$ cat src/rtl/alu_seq.sv
// alu_seq: handshaked sequential ALU with an N-cycle shift-add multiplier.
// One operation is in flight at a time. Operands are captured on acceptance.
// The result and the zero flag are registered. They are held through
// backpressure and remain visible in IDLE until the next operation completes.
module alu_seq #(
  parameter int N = 8
) (
  input  logic         clk,
  input  logic         reset,
  input  logic         req_valid,
  output logic         req_ready,
  input  logic [2:0]   func,
  input  logic         mul,
  input  logic [N-1:0] a,
  input  logic [N-1:0] b,
  output logic         rsp_valid,
  input  logic         rsp_ready,
  output logic [N-1:0] result,
  output logic         ZF,
  output logic         busy
);

  localparam int CW = (N > 1) ? $clog2(N) : 1;

  typedef enum logic [1:0] {IDLE, EXEC, MUL, DONE} state_t;

  state_t         state_q, state_d;
  logic [N-1:0]   a_q, a_d;      // operand A; in MUL it is the shifting multiplicand
  logic [N-1:0]   b_q, b_d;      // operand B; in MUL it is the shifting multiplier
  logic [2:0]     func_q, func_d;
  logic [N-1:0]   acc_q, acc_d;
  logic [CW-1:0]  cnt_q, cnt_d;
  logic [N-1:0]   res_q, res_d;
  logic           zf_q, zf_d;

  // Single-cycle ALU operation. All arithmetic is taken modulo 2^N.
  function automatic logic [N-1:0] alu_op(input logic [2:0] f,
                                          input logic [N-1:0] x,
                                          input logic [N-1:0] y);
    logic [N-1:0] r;
    case (f)
      3'd0:    r = x;
      3'd1:    r = y;
      3'd2:    r = x + y;
      3'd3:    r = x - y;
      3'd4:    r = x & y;
      3'd5:    r = x | y;
      3'd6:    r = x ^ y;
      default: r = ~(x | y);
    endcase
    return r;
  endfunction

  // State and datapath registers. Reset abandons any operation in flight.
  always_ff @(posedge clk or posedge reset) begin
    if (reset) begin
      state_q <= IDLE;
      a_q     <= '0;
      b_q     <= '0;
      func_q  <= '0;
      acc_q   <= '0;
      cnt_q   <= '0;
      res_q   <= '0;
      zf_q    <= 1'b1;
    end else begin
      state_q <= state_d;
      a_q     <= a_d;
      b_q     <= b_d;
      func_q  <= func_d;
      acc_q   <= acc_d;
      cnt_q   <= cnt_d;
      res_q   <= res_d;
      zf_q    <= zf_d;
    end
  end

  // Next-state logic, operand capture, ALU evaluation and shift-add step.
  always_comb begin
    state_d = state_q;
    a_d     = a_q;
    b_d     = b_q;
    func_d  = func_q;
    acc_d   = acc_q;
    cnt_d   = cnt_q;
    res_d   = res_q;
    zf_d    = zf_q;
    case (state_q)
      IDLE: begin
        if (req_valid) begin
          a_d     = a;
          b_d     = b;
          func_d  = func;
          acc_d   = '0;
          cnt_d   = '0;
          state_d = mul ? MUL : EXEC;
        end
      end
      EXEC: begin
        res_d   = alu_op(func_q, a_q, b_q);
        zf_d    = (res_d == '0);
        state_d = DONE;
      end
      MUL: begin
        // Consume one multiplier bit per cycle, LSB first. Product bits
        // above N are dropped.
        acc_d = b_q[0] ? (acc_q + a_q) : acc_q;
        a_d   = a_q << 1;
        b_d   = b_q >> 1;
        cnt_d = cnt_q + 1'b1;
        if (cnt_q == CW'(N - 1)) begin
          res_d   = acc_d;
          zf_d    = (acc_d == '0);
          state_d = DONE;
        end
      end
      default: begin
        if (rsp_ready) state_d = IDLE;
      end
    endcase
  end

  assign req_ready = (state_q == IDLE);
  assign busy      = (state_q != IDLE);
  assign rsp_valid = (state_q == DONE);
  assign result    = res_q;
  assign ZF        = zf_q;

endmodule
$ cat config.mk
export PLATFORM = sky130hd
export DESIGN_NAME = alu_seq
export DESIGN_NICKNAME = d
export VERILOG_FILES = /design/src/rtl/alu_seq.sv
export SDC_FILE = /design/constraint.sdc
export NUM_CORES = 1
export LEC_CHECK = 0
export CAP_MARGIN = 30
export CORE_MARGIN = 2
export CORE_UTILIZATION = 35
export DETAILED_ROUTE_END_ITERATION = 16
export PLACE_DENSITY = 0.55
export SYNTH_ARGS = -nofsm -noshare
export SYNTH_HDL_FRONTEND = slang
export SYNTH_SLANG_ARGS = --single-unit
$ cat constraint.sdc
create_clock -name clk -period 6.4 [get_ports clk]
set_clock_uncertainty 0.15 [all_clocks]
set_input_delay 0.64 -clock clk [delete_from_list [all_inputs] [get_ports clk]]
set_output_delay 0.64 -clock clk [all_outputs]
set_load 0.01 [all_outputs]
==> impl_metrics.csv, run 1 <==
group,metric,value,unit
global_routing,grt_max_degree,47,
timing,setup_violations,0,
global_routing,grt_pass1_wl,15600,um
worst_setup_path,required,6.47,ns
timing,timing.slew.headroom,0.356,
cells_and_area,drive_gt1_frac,0.0849,
synth,synth_edf_count,0,
cells_and_area,final_nets,497,
cells_and_area,area_growth,15.2,%
global_routing,antenna_found_initial,0,
worst_setup_path,endpoint,"ZF$_DFFE_PP1P_",
cts,cts-resized-gates,0,
cts,cts_root_buf,"clkbuf_8",
die,io_pins,36,
synth,synth-seq-area-share,0.286,
worst_setup_path,cp-start-kind,"flop",
cells_and_area,fillers,1016,
global_routing,grt_use_total,0.176,
synth,yosys.cell_types.count,65,
worst_setup_path,path_buf_inv,0,
synth,syn_inst,412,
worst_setup_path,cp.depth,10,
synth,synth.area.top_cells,"dfrtp_1 (28%), ha_1 (13%), mux2i_1 (5.8%)",
worst_setup_path,crit_type,"flop to flop",
timing,fmax,261,MHz
synth,synth.top_cell.area_share,0.278,
timing,tns,0,ns
worst_setup_path,end_kind,"flop",
cts,clock_path_buffers,2,
cts,cts_hold_buf,0,
route,viasPerCell,5.31,
timing,hold_viol_final,0,
cts,htreeDepth,2,
synth,yosysTopAreaCell,"dfrtp_1",
die,start_util,0.355,
placed_design,place.gp.congestion,0.932,
synth,syn_area_per_cell,8.73,um^2
die,die_area,11100,um^2
timing,tightest_slew,0.966,ns
route,dr_total_vias,3036,
worst_setup_path,cp_top_family,"compound AO/OA/AOI/OAI gates",
die,die_y,105,um
worst_setup_path,crit_arrival,3.90,ns
timing,drv_slew,0,
synth,syn_nets,474,
route,routed_wl,9350,um
cts,cts_tree,"done",
synth,ys_seq_elements,41,
synth,netlist_area,3600,um^2
global_routing,grt_pass1_vias,3027,
route,wl_per_cell,16.3,um
placed_design,placed_cells,564,
synth,ys_warn_count,0,
hold_path,hold_class,"flop to flop",
cts,cts_buffers,5,
worst_setup_path,crit_start,"func_q[1]$_DFFE_PP0P_",
die,die_w,105,um
die,num_rows,37,
route,dr.first_iter.drc_count,113,
flow_run,cap_violations,0,
outcome,status,"complete, no violations",
cts,clock_latency,0.30,ns
cts,cts.reportedPaths.clkPinSlew,0.08,ns
worst_setup_path,cp_slowest_cell,"dfrtp_1",
synth,synthFlopType,"dfrtp_1",
synth,synth_most_common_cell,"nand2_1",
placed_design,dp.final_hpwl,6960,um
worst_setup_path,ff2ff_path_depth,10,
placed_design,port_buffers,35,
route,firstDrtPassIters,4,
timing,rsz0062_at_grt,"false",
cells_and_area,insertedDiodeCount,0,
worst_setup_path,timing.rr.end,"ZF$_DFFE_PP1P_",
cts,cts_setup_buffers,0,
worst_setup_path,path_cells,"and3b_1 > mux2_2 > fa_1 > nand2b_1 > a21oi_1 > a2111oi_4 > nand2_1 > a2111oi_0 > nand4_1 > o211ai_1",
route,remaining_drc_errors,0,
cts,cts.sinks,41,
worst_setup_path,max_stage_delay,0.92,ns
cells_and_area,utilization,0.409,
timing,timing.final.crit_share,0.598,
cells_and_area,final_cells,572,
worst_setup_path,worst-path-max-fanout,29,
timing,period_minus_slack,3.83,ns
worst_setup_path,timing.rr.start,"func_q[1]$_DFFE_PP0P_",
die,core_area,10100,um^2
route,antenna_left,0,
synth,ys_top_cells_by_count,"nand2_1 (54), dfrtp_1 (40), o21ai_0 (39), ha_1 (36), inv_1 (26)",
synth,async_reset_ff_frac,1.00,
worst_setup_path,r2r_setup_slack,2.57,ns
global_routing,grt_overflow,0,
layer usage:
layer | up-vias | part of all wire | GRT usage
met3 | 15 | 0.032 | 0.0204
met1 | 1443 | 0.48 | 0.241
li1 | 1515 | - | -
met4 | 0 | 0.016 | 0.0467
met5 | - | 0 | 0
met2 | 63 | 0.47 | 0.292
metrics by stage:
step	instance area (um^2)	hold slack (ns)	worst slack, ns
global placement	4010	0.304	2.63
floorplan	3600	0.293	3.39
CTS	4140	0.334	2.57
detailed placement	4010	0.314	2.59
finish	4140	0.331	2.57
global route	4140	0.373	2.27
logic make-up (layout without fill, tap and decap cells):
logic type | count (synthesis) | after routing | share of synthesized area
XOR/XNOR | 15 | 15 | 0.0365
flip-flops | 41 | 41 | 0.286
adder cells (fa/ha/maj) | 38 | 38 | 0.136
multiplexers | 33 | 33 | 0.0992
AND/OR/NAND/NOR | 129 | 129 | 0.182
buffers and inverters | 48 | 72 | 0.0651
AO/OA/AOI/OAI | 108 | 108 | 0.196
worst min path at each step:
stage                         startpoint                   end  depth (start not counted)
floorplan           cnt_q[1]$_DFFE_PP0P_  cnt_q[1]$_DFFE_PP0P_                          2
global placement    cnt_q[1]$_DFFE_PP0P_  cnt_q[1]$_DFFE_PP0P_                          2
detailed placement  cnt_q[2]$_DFFE_PP0P_  cnt_q[2]$_DFFE_PP0P_                          2
CTS                 cnt_q[2]$_DFFE_PP0P_  cnt_q[2]$_DFFE_PP0P_                          2
global route        cnt_q[1]$_DFFE_PP0P_  cnt_q[1]$_DFFE_PP0P_                          2
finish              cnt_q[2]$_DFFE_PP0P_  cnt_q[2]$_DFFE_PP0P_                          2
placed cells by master (no fill, tap or decap), drive strengths merged, types with 5 or more instances in the layout:
master / synthesis / final
nand3b: 5 / 5
dfrtp: 40 / 40
o21ai: 41 / 41
nor2b: 5 / 5
a211oi: 7 / 7
ha: 36 / 36
nand2b: 10 / 10
nor2: 19 / 19
clkbuf: 9 / 5
clkdlybuf4s50: 0 / 35
mux2i: 21 / 21
inv: 26 / 25
nand2: 54 / 54
a31oi: 5 / 5
mux2: 11 / 11
nand3: 8 / 8
nor3: 6 / 6
a21oi: 22 / 22
xnor2: 12 / 12
registers in the layout (all words and copies together) (netlist names):
register / count
state_q: 2
acc_q: 8
func_q: 3
a_q: 8
cnt_q: 3
result: 8
b_q: 8
ZF: 1
worst min-delay path, stage by stage (launching register included):
cell and delay [ns]:
dfrtp_1 0.36, nand2_1 0.05, nand2_1 0.05
cell type report:
type,instances,area (um^2),area share
sequential,41,1030,0.248
clock buffer,5,68.8,0.0166
inverter,26,97.6,0.0236
timing repair buffer,38,373,0.0900
clock inverter,3,65.1,0.0157
tap,136,170,0.0411
multi-input combinational,323,2340,0.565
Power of run 1 is left out: the tool's default activity adds up to more than one toggle a clock period on the data nets, which glitch-free logic cannot reach.
==> inputs of run 2 (changes only) <==
Settings changed: PLACE_DENSITY 0.55 to 0.57.
Clock period 6.4 ns to 3.3 ns, I/O delays scaled along.
==> run 2 against run 1 <==
- global-route usage grew 0.33 points
- die area is the same
- sequential share of layout area shrank 0.31 points
- non-clock buffer count grew 10
- worst hold slack lost 0.12 ns
- design area grew 1.3%
- clock-buffer cell count grew 2
- via count grew 1.9%
- critical path depth grew 1
- worst setup slack lost 2.3 ns
- utilization grew 0.52 points
==> impl_metrics.csv, run 2 (synthesized netlist as in run 1, its figures left out) <==
group,metric,value,unit
worst_setup_path,timing.rr.start,"b_q[0]$_DFFE_PP0P_",
die,start_util,0.355,
worst_setup_path,end_kind,"flop",
global_routing,grt_use_total,0.179,
cts,clock_path_buffers,2,
global_routing,grt_max_degree,33,
worst_setup_path,timing.rr.end,"result[6]$_DFFE_PP0P_",
global_routing,grt_pass1_wl,15900,um
route,firstDrtPassIters,5,
timing,timing.final.crit_share,0.928,
cts,htreeDepth,2,
route,viasPerCell,5.32,
route,routed_wl,9420,um
route,wl_per_cell,16.2,um
worst_setup_path,ff2ff_path_depth,11,
flow_run,cap_violations,0,
cells_and_area,layout_common_cells,"nand2_1 (54), dfrtp_1 (40), o21ai_0 (38)",
cts,cts_root_buf,"clkbuf_8",
timing,period_minus_slack,3.06,ns
timing,hold_viol_final,0,
cts,cts.sinks,41,
cts,cts_setup_buffers,0,
die,die_y,105,um
worst_setup_path,crit_type,"flop to flop",
route,dr.first_iter.drc_count,133,
route,dr_total_vias,3094,
route,antenna_left,0,
worst_setup_path,cp-start-kind,"flop",
timing,rsz0062_at_grt,"false",
worst_setup_path,r2r_setup_slack,0.24,ns
route,remaining_drc_errors,0,
global_routing,grt_pass1_vias,3144,
timing,timing.slew.headroom,0.497,
die,core_area,10100,um^2
cells_and_area,drive_gt1_frac,0.108,
worst_setup_path,worst-path-max-fanout,2,
worst_setup_path,crit_start,"b_q[0]$_DFFE_PP0P_",
die,num_rows,37,
global_routing,antenna_found_initial,0,
placed_design,port_buffers,35,
timing,fmax,326,MHz
timing,tightest_slew,0.750,ns
cells_and_area,area_growth,16.7,%
cells_and_area,final_nets,507,
cells_and_area,insertedDiodeCount,0,
worst_setup_path,required,3.34,ns
cells_and_area,final_common_cell,"nand2_1",
die,die_area,11100,um^2
global_routing,grt_overflow,0,
timing,tns,0,ns
die,die_w,105,um
timing,drv_slew,0,
timing,setup_violations,0,
cells_and_area,fillers,1005,
cts,clock_latency,0.30,ns
placed_design,place.gp.congestion,0.892,
cts,cts_buffers,5,
cts,cts_tree,"done",
die,io_pins,36,
hold_path,hold_class,"input port to asynchronous set/reset pin",
worst_setup_path,crit_arrival,3.10,ns
placed_design,dp.final_hpwl,7130,um
cells_and_area,ff_latch_area,1030,um^2
outcome,status,"complete, no violations",
cells_and_area,multi_input_area,2350,um^2
cts,cts.reportedPaths.clkPinSlew,0.08,ns
[run 2: worst max path at each step]
stage	slack (ns)	to
after detailed placement	0.14	result[6]$_DFFE_PP0P_
after global placement	0.22	result[6]$_DFFE_PP0P_
final	0.24	result[6]$_DFFE_PP0P_
after CTS	0.11	result[6]$_DFFE_PP0P_
after global routing	0.03	ZF$_DFFE_PP1P_
after floorplan	0.29	ZF$_DFFE_PP1P_
[run 2: layout make-up]
class                           instances  area share
Inverter                               26      0.0233
Multi-Input combinational cell        323       0.559
Sequential cell                        41       0.245
Clock buffer                            7      0.0230
Timing Repair Buffer                   48       0.107
Tap cell                              136      0.0406
Clock inverter                          1     0.00209
[run 2: stage by stage]
stage	setup slack, ns	std cells	cell area, um^2	util	hold slack [ns]
detailed placement	0.142	574	4080	0.403	0.314
global route	0.0322	582	4200	0.414	0.263
floorplan	0.290	412	3600	-	0.293
finish	0.237	582	4200	0.414	0.215
global placement	0.221	574	4080	0.403	0.311
CTS	0.109	582	4190	0.413	0.224
[run 2: metal layers]
metal | part of all wire | up-vias | wire length (um) | global-route usage
met5 | 0 | - | 0 | 0
met4 | 0.037 | 0 | 352 | 0.0800
met3 | 0.034 | 29 | 320 | 0.0216
met2 | 0.47 | 56 | 4460 | 0.296
met1 | 0.46 | 1477 | 4290 | 0.233
li1 | - | 1532 | - | -
[run 2: worst max-delay path: stages, from the launching register on]
cell	delay, ns
dfrtp_1	0.35
inv_1	0.06
ha_1	0.29
mux2_2	0.29
fa_1	0.43
nand2b_1	0.16
a21oi_1	0.21
a21oi_1	0.13
mux2i_1	0.14
a211oi_2	0.36
o21ai_0	0.12
mux2_2	0.27
[run 2: repair_timing]
item,CTS,global route
hold buffers,0,0
setup endpoints to repair,0,2
resized for setup,0,2
Power of run 2 is left out for the same reason.
